### config.mk
export PLATFORM = sky130hd
export DESIGN_NAME = texmem_write_arbiter_flat
export DESIGN_NICKNAME = d
export VERILOG_FILES = /design/src/rtl/texmem_pkg.sv /design/src/rtl/texmem_write_arbiter_if.sv /design/src/rtl/texmem_write_arbiter_rr_arb2.sv /design/src/rtl/texmem_write_arbiter.sv /design/src/flat_wrapper.sv
export SDC_FILE = /design/constraint.sdc
export NUM_CORES = 1
export LEC_CHECK = 0
export ABC_AREA = 1
export BUFFER_PORTS_ARGS = -buffer_cell sky130_fd_sc_hd__clkbuf_2
export CAP_MARGIN = 40
export CORE_MARGIN = 1.5
export CORE_UTILIZATION = 50
export DETAILED_ROUTE_END_ITERATION = 8
export PLACE_DENSITY = 0.84
export SETUP_SLACK_MARGIN = 0.05
export SYNTH_ARGS = -nofsm -noshare
export SYNTH_HDL_FRONTEND = slang
export SYNTH_SLANG_ARGS = --single-unit
export TNS_END_PERCENT = 5
### constraint.sdc
create_clock -name clk -period 3 [get_ports clk]
set_clock_uncertainty 0.1 [all_clocks]
set_input_delay 0.3 -clock clk [delete_from_list [all_inputs] [get_ports clk]]
set_output_delay 0.3 -clock clk [all_outputs]
set_load 0.005 [all_outputs]
### src/rtl/texmem_pkg.sv
// Purpose : shared geometry and FSM state encoding for the texture BRAM write path.
// Latency : n/a (types and constants only).
// Backpressure: n/a.
// Contents: TEX_* geometry constants, tex_wr_state_e write-sequence states.
package texmem_pkg;

  localparam int TEX_ADDR_W   = 13;  // byte address, bank in [12:10]
  localparam int TEX_DATA_W   = 8;   // one write byte
  localparam int TEX_NBANK    = 8;   // 2^(TEX_ADDR_W-TEX_BANK_LSB)
  localparam int TEX_BANK_LSB = 10;

  typedef enum logic [2:0] {
    IDLE    = 3'd0,
    SETUP   = 3'd1,
    STROBE  = 3'd2,
    HOLD    = 3'd3,
    RECOVER = 3'd4
  } tex_wr_state_e;

endpackage

### src/rtl/texmem_write_arbiter_if.sv
// Purpose : bundle of the two requester ports and the BRAM write-side outputs.
// Latency : n/a (wiring only).
// Backpressure: reqN_ready from the arbiter gates reqN_valid transfers.
// Modports: master = requesters + BRAM/observer side, slave = the arbiter.
interface texmem_write_arbiter_if
  import texmem_pkg::*;
#(
  parameter int ADDR_W = TEX_ADDR_W,
  parameter int DATA_W = TEX_DATA_W,
  parameter int NBANK  = TEX_NBANK
);

  logic              req0_valid;
  logic [ADDR_W-1:0] req0_addr;
  logic [DATA_W-1:0] req0_data;
  logic              req0_ready;

  logic              req1_valid;
  logic [ADDR_W-1:0] req1_addr;
  logic [DATA_W-1:0] req1_data;
  logic              req1_ready;

  logic [ADDR_W-1:0] wr_addr;
  logic [DATA_W-1:0] wr_data;
  logic [NBANK-1:0]  wr_strobe;
  logic              busy;
  logic              wr_done;
  logic              wr_done_src;

  modport master (
    output req0_valid, req0_addr, req0_data,
    output req1_valid, req1_addr, req1_data,
    input  req0_ready, req1_ready,
    input  wr_addr, wr_data, wr_strobe, busy, wr_done, wr_done_src
  );

  modport slave (
    input  req0_valid, req0_addr, req0_data,
    input  req1_valid, req1_addr, req1_data,
    output req0_ready, req1_ready,
    output wr_addr, wr_data, wr_strobe, busy, wr_done, wr_done_src
  );

endinterface

### src/rtl/texmem_write_arbiter_rr_arb2.sv
// Purpose : 2-way round-robin grant; a tie goes to the port not granted last.
// Latency : grant is combinational from req; last_grant updates on the accept edge.
// Backpressure: grant is only a proposal, the caller qualifies it and reports accept.
// Ports   : clk, reset_n (sync, active-low), req[1:0], accept -> gnt[1:0] one-hot/zero.
module rr_arb2 (
  input  logic       clk,
  input  logic       reset_n,
  input  logic [1:0] req,
  input  logic       accept,
  output logic [1:0] gnt
);

  // Resets to 1 so that port 0 wins the first tie after reset.
  logic last_grant;

  always_comb begin
    gnt = req;
    if (req == 2'b11) begin
      gnt = last_grant ? 2'b01 : 2'b10;
    end
  end

  always_ff @(posedge clk) begin
    if (!reset_n) begin
      last_grant <= 1'b1;
    end else if (accept) begin
      last_grant <= gnt[1];
    end
  end

endmodule

### src/rtl/texmem_write_arbiter.sv
// Purpose : shares the texture BRAM write port between the loader (port 0) and a fabric writer (port 1).
// Latency : accept at T, strobe T+2..T+1+STROBE_CYCLES, wr_done in the last cycle, next accept one cycle later.
// Backpressure: reqN_ready only in IDLE (and out of reset); requests arriving while busy wait on valid.
// Ports   : clk, reset_n (sync, active-low), bus (slave modport: req0/req1 valid/addr/data/ready,
//           wr_addr, wr_data, wr_strobe, busy, wr_done, wr_done_src).
// Option  : TEXMEM_WR_AUTOINC_EN - port 0 ignores req0_addr and writes at an internal
//           auto-incrementing pointer (reset 0, wraps at 2^ADDR_W).
module texmem_write_arbiter
  import texmem_pkg::*;
#(
  parameter int ADDR_W         = TEX_ADDR_W,
  parameter int DATA_W         = TEX_DATA_W,
  parameter int NBANK          = TEX_NBANK,
  parameter int STROBE_CYCLES  = 2,
  parameter int RECOVER_CYCLES = 2
) (
  input  logic                   clk,
  input  logic                   reset_n,
  texmem_write_arbiter_if.slave  bus
);

  localparam int BANK_W = ADDR_W - TEX_BANK_LSB;

  tex_wr_state_e     state_q, state_nxt;
  logic [2:0]        cnt_q, cnt_nxt;     // shared STROBE/RECOVER dwell counter
  logic [ADDR_W-1:0] wr_addr_q;
  logic [DATA_W-1:0] wr_data_q;
  logic [NBANK-1:0]  strobe_q, strobe_nxt;
  logic              done_q, done_nxt;
  logic              src_q;

  logic [1:0]        req;
  logic [1:0]        gnt;
  logic              idle;
  logic              accept;
  logic              acc_src;
  logic [ADDR_W-1:0] p0_addr;

  // Ready is gated by reset so no transfer is signalled while the FSM is being cleared.
  assign idle    = (state_q == IDLE) && reset_n;
  assign req     = {bus.req1_valid, bus.req0_valid};

  rr_arb2 u_arb (
    .clk     (clk),
    .reset_n (reset_n),
    .req     (req),
    .accept  (accept),
    .gnt     (gnt)
  );

  assign bus.req0_ready = idle & gnt[0];
  assign bus.req1_ready = idle & gnt[1];
  assign accept  = (bus.req0_ready & bus.req0_valid) | (bus.req1_ready & bus.req1_valid);
  assign acc_src = gnt[1];

`ifdef TEXMEM_WR_AUTOINC_EN
  logic [ADDR_W-1:0] p0_ptr;

  // Only port-0 accepts advance the pointer; natural wrap at 2^ADDR_W.
  always_ff @(posedge clk) begin
    if (!reset_n) begin
      p0_ptr <= '0;
    end else if (accept && !acc_src) begin
      p0_ptr <= p0_ptr + 1'b1;
    end
  end

  assign p0_addr = p0_ptr;
`else
  assign p0_addr = bus.req0_addr;
`endif

  // Next-state, counter and registered-output precompute.
  always_comb begin
    state_nxt  = state_q;
    cnt_nxt    = cnt_q;
    strobe_nxt = '0;
    done_nxt   = 1'b0;

    case (state_q)
      IDLE: begin
        if (accept) begin
          state_nxt = SETUP;
        end
      end
      SETUP: begin
        state_nxt = STROBE;
        cnt_nxt   = 3'(STROBE_CYCLES - 1);
      end
      STROBE: begin
        if (cnt_q == 3'd0) begin
          state_nxt = HOLD;
        end else begin
          cnt_nxt = cnt_q - 3'd1;
        end
      end
      HOLD: begin
        if (RECOVER_CYCLES == 0) begin
          state_nxt = IDLE;
        end else begin
          state_nxt = RECOVER;
          cnt_nxt   = 3'(RECOVER_CYCLES - 1);
        end
      end
      RECOVER: begin
        if (cnt_q == 3'd0) begin
          state_nxt = IDLE;
        end else begin
          cnt_nxt = cnt_q - 3'd1;
        end
      end
      default: begin
        state_nxt = IDLE;
      end
    endcase

    // Outputs are registered, so they are derived from the state being entered.
    // wr_addr is already stable when STROBE is entered (latched at accept).
    if (state_nxt == STROBE) begin
      strobe_nxt[wr_addr_q[ADDR_W-1 -: BANK_W]] = 1'b1;
    end

    // Final cycle of the sequence: last RECOVER cycle, or HOLD when there is no recovery.
    done_nxt = ((state_nxt == RECOVER) && (cnt_nxt == 3'd0)) ||
               ((state_nxt == HOLD) && (RECOVER_CYCLES == 0));
  end

  always_ff @(posedge clk) begin
    if (!reset_n) begin
      state_q   <= IDLE;
      cnt_q     <= 3'd0;
      wr_addr_q <= '0;
      wr_data_q <= '0;
      strobe_q  <= '0;
      done_q    <= 1'b0;
      src_q     <= 1'b0;
    end else begin
      state_q  <= state_nxt;
      cnt_q    <= cnt_nxt;
      strobe_q <= strobe_nxt;
      done_q   <= done_nxt;
      if (accept) begin
        wr_addr_q <= acc_src ? bus.req1_addr : p0_addr;
        wr_data_q <= acc_src ? bus.req1_data : bus.req0_data;
        src_q     <= acc_src;
      end
    end
  end

  assign bus.wr_addr     = wr_addr_q;
  assign bus.wr_data     = wr_data_q;
  assign bus.wr_strobe   = strobe_q;
  assign bus.busy        = (state_q != IDLE);
  assign bus.wr_done     = done_q;
  assign bus.wr_done_src = src_q;

endmodule

### src/flat_wrapper.sv
// flat-port wrapper written by rule: the top's interface ports become plain ports
module texmem_write_arbiter_flat import texmem_pkg::*;
#(
  parameter int ADDR_W         = TEX_ADDR_W,
  parameter int DATA_W         = TEX_DATA_W,
  parameter int NBANK          = TEX_NBANK,
  parameter int STROBE_CYCLES  = 2,
  parameter int RECOVER_CYCLES = 2
)
  (clk, reset_n, bus_req0_valid, bus_req0_addr, bus_req0_data, bus_req1_valid, bus_req1_addr, bus_req1_data, bus_req0_ready, bus_req1_ready, bus_wr_addr, bus_wr_data, bus_wr_strobe, bus_busy, bus_wr_done, bus_wr_done_src);
  texmem_write_arbiter_if #(.ADDR_W(ADDR_W), .DATA_W(DATA_W), .NBANK(NBANK)) bus_i ();
  input  logic clk;
  input  logic reset_n;
  input wire logic [$bits(bus_i.req0_valid)-1:0] bus_req0_valid;
  input wire logic [$bits(bus_i.req0_addr)-1:0] bus_req0_addr;
  input wire logic [$bits(bus_i.req0_data)-1:0] bus_req0_data;
  input wire logic [$bits(bus_i.req1_valid)-1:0] bus_req1_valid;
  input wire logic [$bits(bus_i.req1_addr)-1:0] bus_req1_addr;
  input wire logic [$bits(bus_i.req1_data)-1:0] bus_req1_data;
  output wire logic [$bits(bus_i.req0_ready)-1:0] bus_req0_ready;
  output wire logic [$bits(bus_i.req1_ready)-1:0] bus_req1_ready;
  output wire logic [$bits(bus_i.wr_addr)-1:0] bus_wr_addr;
  output wire logic [$bits(bus_i.wr_data)-1:0] bus_wr_data;
  output wire logic [$bits(bus_i.wr_strobe)-1:0] bus_wr_strobe;
  output wire logic [$bits(bus_i.busy)-1:0] bus_busy;
  output wire logic [$bits(bus_i.wr_done)-1:0] bus_wr_done;
  output wire logic [$bits(bus_i.wr_done_src)-1:0] bus_wr_done_src;
  assign bus_i.req0_valid = bus_req0_valid;
  assign bus_i.req0_addr = bus_req0_addr;
  assign bus_i.req0_data = bus_req0_data;
  assign bus_i.req1_valid = bus_req1_valid;
  assign bus_i.req1_addr = bus_req1_addr;
  assign bus_i.req1_data = bus_req1_data;
  assign bus_req0_ready = bus_i.req0_ready;
  assign bus_req1_ready = bus_i.req1_ready;
  assign bus_wr_addr = bus_i.wr_addr;
  assign bus_wr_data = bus_i.wr_data;
  assign bus_wr_strobe = bus_i.wr_strobe;
  assign bus_busy = bus_i.busy;
  assign bus_wr_done = bus_i.wr_done;
  assign bus_wr_done_src = bus_i.wr_done_src;
  texmem_write_arbiter #(.ADDR_W(ADDR_W), .DATA_W(DATA_W), .NBANK(NBANK), .STROBE_CYCLES(STROBE_CYCLES), .RECOVER_CYCLES(RECOVER_CYCLES)) u_core (.clk(clk), .reset_n(reset_n), .bus(bus_i));
endmodule
Yosys cells after proc, flatten, opt, wreduce, memory -nomap -nowiden
Cells that the tools add are included.
- output and inout bits: 34
- register bits: 38
- bitwise gates (word level): 5
- add/subtract/negate cells: 1
- multiplexer cells: 12
- eq/ne operators: 7
- $lt $le $gt $ge: 2
- reduce and logical (&&, ||, !) cells: 10
- operator list (kind ; number):
    $pmux 3 s5 ; 1
    $mux 13 ; 1
    $mux 3 ; 4
    $eq 3x2->1 const B ; 3
    $logic_not 3->1 ; 3
    $mux 8 ; 1
    $eq 3x3->1 const B ; 2
    $pmux 3 s2 ; 1
    $and 1x1->1 ; 4
    $lt 3x4->1 const B ; 1
    $mux 2 ; 2
    $reduce_or 2->1 ; 2
    $demux 1 s3 ; 1
    $eq 3x1->1 const B ; 1
    $ge 3x1->1 const B ; 1
    $logic_and 1x1->1 ; 3
    $reduce_bool 3->1 ; 1
    $sub 3x1->3 const B ; 1
    $eq 2x2->1 const B ; 1
    $reduce_and 2->1 ; 1
    $mux 1 ; 1
    $or 1x1->1 ; 1

Depth between registers and ports, before layout
- word-level depth: 9
- gate-level depth with buffers: 11
- depth with buffers taken out: 11

Hierarchy
From an unflattened synthesis, not the netlist that was laid out.
- cell total of the unflattened synthesis: 293
- area total of the unflattened synthesis: 1904.3 um^2
- modules (own cells, without submodules) (module ; area an instance (um^2) ; instances ; seq. area each (um^2) ; cells each):
    texmem_write_arbiter ; 1841.8 ; 1 ; 740.7 ; 283
    rr_arb2 ; 62.6 ; 1 ; 20.0 ; 10

Worst setup path after synthesis
OpenSTA, ideal clock, no wires.
- path type: reg2reg
- start: register u_core.state_q[1]
- end: register u_core.wr_addr_q[0], in the netlist u_core.bus.wr_addr[0]
- slack: 1.689 ns
- clock period less this slack: 1.311 ns
- data required time: 2.784 ns
- arrival time: 1.096 ns
- path buffers: 1
- cell stages (with the launch flop): 8
- setup time: 0.116 ns
- cells stage by stage: dfxtp_1 nor2_4 nand3_2 a21oi_4 inv_2 buf_6 nor2_2 nor2_1
- cells in the longest elaborated chain, start to end: 5
- ends and longest elaborated chain (item ; RTL line ; RTL):
    from (decl) ; texmem_write_arbiter.sv:24 ; tex_wr_state_e state_q, state_nxt;
    from (signal assigned) ; texmem_write_arbiter.sv:138 ; state_q <= state_nxt;
    $logic_not 3->1 * ; texmem_write_arbiter.sv:40 ; assign idle = (state_q == IDLE) && reset_n;
    $logic_and 1x1->1 * ; texmem_write_arbiter.sv:40 ;
    $and 1x1->1 (on tied branches) ; texmem_write_arbiter.sv:51, texmem_write_arbiter.sv:52 ;
    $and 1x1->1 ; texmem_write_arbiter.sv:53 ; assign accept = (bus.req0_ready & bus.req0_valid) | (bus.req1_ready & bus.req1_valid);
    $or 1x1->1 * ; texmem_write_arbiter.sv:53 ;
    to (signal assigned) ; texmem_write_arbiter.sv:143 ; wr_addr_q <= acc_src ? bus.req1_addr : p0_addr;
    to (decl) ; texmem_write_arbiter.sv:26 ; logic [ADDR_W-1:0] wr_addr_q;
Mark *: on every way between the ends. The rest lies on a longest branch, timed or not.
A chain may end at the register's enable or synchronous reset.

Final worst setup path
- start: register u_core.u_arb.last_grant
- end: output port bus_req0_ready
- cells in the longest elaborated chain, start to end: 3
- ends and longest elaborated chain (item ; RTL line ; RTL):
    from (decl) ; texmem_write_arbiter_rr_arb2.sv:14 ; logic last_grant;
    from (signal assigned) ; texmem_write_arbiter_rr_arb2.sv:27 ; last_grant <= gnt[1];
    $mux 2 ; texmem_write_arbiter_rr_arb2.sv:19 ; gnt = last_grant ? 2'b01 : 2'b10;
    $mux 2 ; texmem_write_arbiter_rr_arb2.sv:18 ; if (req == 2'b11) begin
    $and 1x1->1 ; texmem_write_arbiter.sv:51 ; assign bus.req0_ready = idle & gnt[0];
    to (decl) ; flat_wrapper.sv:20 ; output wire logic [$bits(bus_i.req0_ready)-1:0] bus_req0_ready;
Every way passes these cells.

==> flow_metrics.py <==
metrics = {
    "sta": {
        "period_minus_slack_ns": 2.10,
        "rsz0062_at_grt": "no",
        "setup_tns_ns": 0,
        "fmax_mhz": 475,
        "tightest_slew_ns": 0.544,
        "period_share_pct": 70.1,
        "setup_viol": 0,
        "hold_viol_final": 0,
        "fin_ws_ns": 0.896,
        "drv_slew": 0,
        "relSlewSlack_pct": 63.7,
    },
    "critical_path": {
        "path_common_cell": "nand2_1",
        "worstSetupPathType": "reg2out",
        "path_buf_inv": 2,
        "cp_top_family": "simple AND/OR/NAND/NOR gates",
        "crit_arrival_ns": 1.70,
        "max_stage_delay_ns": 0.36,
        "path_cells": "nand2_1 -> nand2_1 -> inv_1 -> nor3_1 -> clkbuf_2",
        "critical_path_required_ns": 2.60,
        "cp-end-kind": "output pin",
        "critPathMaxFanout": 12,
        "startpoint_type": "flip-flop",
        "crit_slowest_cell": "nor3_1",
    },
    "clocking": {
        "clk_latency_ns": 0.34,
        "ctsResizeCount": 0,
        "clk_pin_slew_ns": 0.11,
        "numCtsBuffers": 5,
        "postCtsSetupBuffers": 0,
        "clockRootBuffer": "clkbuf_4",
        "clock_path_buffers": 2,
        "hold_buffers": 0,
        "htreeDepth": 2,
        "cts_sinks": 38,
        "cts_tree": "built",
    },
    "global_route": {
        "grt_antenna_before_repair": 0,
        "grtUsageTotal_pct": 20.7,
        "gr-total-overflow": 0,
        "grt_start_max_net_pins": 27,
        "busiest_layer": "met2",
        "gr-usage-met1_pct": 22.5,
        "grt_pass1_vias": 1644,
        "use_met2_pct": 37.5,
        "use_met3_pct": 6.43,
        "grt_pass1_wl_um": 6610,
    },
    "layout": {
        "fillers": 327,
        "antennaDiodeCount": 0,
        "area_growth_pct": 25.4,
        "num-nets-final": 391,
        "final_layout_size_suffix_gt1_share_pct": 33.4,
    },
    "pwr": {
        "p_clk_share_pct": 24.1,
        "combinationalPowerShare_pct": 24.9,
        "p_leak_nw": 1.25,
        "power_density_mw_per_mm2": 503,
        "peakVddDrop_uv": 308,
        "p_switching_w": 0.000362,
        "seqPwrFrac_pct": 51.1,
        "fin_total_pwr_w": 0.00114,
        "switching_share_pct": 31.8,
        "internal_power_w": 0.000778,
    },
    "logic_synthesis": {
        "synth.lib_cells_used.distinct": 22,
        "yosys_warnings": 0,
        "synth_edf_count": 0,
        "ys_seq_area_share_pct": 42.1,
        "synthTopCellsByArea": "dfxtp_1 (42%), nand2_1 (18%), nor2_1 (8.5%), nor2_2 (6.9%), o21ai_0 (5.0%)",
        "syn-num-nets": 313,
        "synthCells": 265,
        "synthTopCellsByCount": "nand2_1 (86), nor2_1 (41), dfxtp_1 (38), nor2_2 (20), inv_1 (19)",
        "syn_area_per_cell_um2": 6.82,
        "synth_top_cell_area_share_pct": 42.1,
        "synth-main-ff-cell": "dfxtp_1",
        "synth-seq-cells": 38,
        "synth_top_area_cell": "dfxtp_1",
        "synthArstFlopShare_pct": 0,
        "synth.most_common_cell": "nand2_1",
        "syn-cell-area_mm2": 0.00181,
    },
    "placement": {
        "port_buffers": 79,
        "dp_hpwl_um": 3010,
        "gp_congestion": 0.854,
        "dp_slack_ns": 0.877,
    },
    "drt": {
        "drt-total-wl_um": 3890,
        "drt-wirelength-per-cell_um": 9.98,
        "drc": 0,
        "drt_iter0_drc": 61,
        "via_count": 1850,
        "postRouteAntennaNets": 0,
        "vias_per_cell": 4.74,
        "drt-pass1-iter-count": 5,
    },
    "floorplanning": {
        "start_util_pct": 53.3,
        "die_w_um": 63.1,
        "rows": 21,
        "die_area_mm2": 0.00398,
        "core_mm2": 0.00339,
        "ios": 80,
        "dieHeight_um": 63.1,
    },
    "outcome": {
        "status": "complete, no violations",
    },
    "worst_hold_path": {
        "hp-class": "in2reg",
    },
    "flow_run": {
        "cap_violations": 0,
    },
}
flip-flops by register name (all words and copies together), names as in the netlist:
signal	count
u_core.state_q	3
u_core.bus.wr_done_src	1
u_core.bus.wr_data	8
u_core.bus.wr_strobe	8
u_core.u_arb.last_grant	1
u_core.bus.wr_addr	13
u_core.cnt_q	3
u_core.bus.wr_done	1
worst min-delay path, stage by stage:
cell and delay [ns]:
clkbuf_2 0.07, nand2_1 0.04, nand2_1 0.06, nor2_2 0.04, nor2_1 0.08
layout by cell type, fill, tap and decap left out:
cell and count:
nand2_1 86, clkbuf_2 79, nor2_1 41, dfxtp_1 38, nor2_2 20, inv_1 19
o21ai_0 18, nand3_1 12, o21ai_1 6, clkbuf_4 5, a21oi_1 3, nor3_1 2
nand4_1 2, ha_1 2, buf_4 2, nor2_4 1, nand3_2 1, a21oi_4 1
nor3_2 1, nand2_2 1, inv_2 1, clkbuf_8 1, clkinvlp_4 1, clkinv_2 1
final cells by class:
class,instances,area (um2),area share [%]
clock inverter,2,12.5,0.552
multi-input combinational,197,898,39.6
timing repair buffer,81,410,18.1
sequential,38,761,33.6
tap,46,57.6,2.54
inverter,20,75.1,3.31
clock buffer,6,51.3,2.26
metal layers:
layer / vias up / share of wire, %
met5: - / 0
met4: 0 / 1.0
met3: 4 / 4.7
met2: 51 / 53
met1: 816 / 41
li1: 979 / -
through the flow:
stage / area (um2) / utilization, % / hold WS, ns / instances
final: 2270 / 66.9 / 0.184 / 390
after global placement: 2200 / 65.0 / 0.368 / 382
after global routing: 2270 / 66.9 / 0.180 / 390
after floorplan: 1810 / - / 0.317 / 265
after detailed placement: 2200 / 65.0 / 0.380 / 382
after CTS: 2270 / 66.9 / 0.179 / 390
cells by family (layout without fill, tap and decap cells):
family,count (synthesis),in the layout,synth area share (%)
AOI/OAI and AO/OA,28,28,8.38
adders and majority gates,2,2,1.38
buffers and inverters,30,109,8.17
DFF,38,38,42.1
and+or+nand+nor,167,167,40.0
power groups by stage:
stage                     combinational (W)  clock, W  sequential, W
after detailed placement           0.000286         0       0.000593
after global placement             0.000279         0       0.000593
after global routing               0.000327  0.000306       0.000587
after floorplan                    0.000192         0       0.000591
after CTS                          0.000287  0.000282       0.000582
final                              0.000284  0.000274       0.000582
final timing paths:
kind              slack, ns  cells after the start                     from                      to
setup / recovery       0.90                      5  u_core.u_arb.last_grant          bus_req0_ready
hold / removal         0.18                      5         bus_req1_addr[1]   u_core.bus.wr_addr[1]
setup reg to reg       1.01                      6  u_core.u_arb.last_grant   u_core.bus.wr_data[0]
hold reg to reg        0.38                      2   u_core.bus.wr_done_src  u_core.bus.wr_done_src
Power figures use the tool's default switching activity.
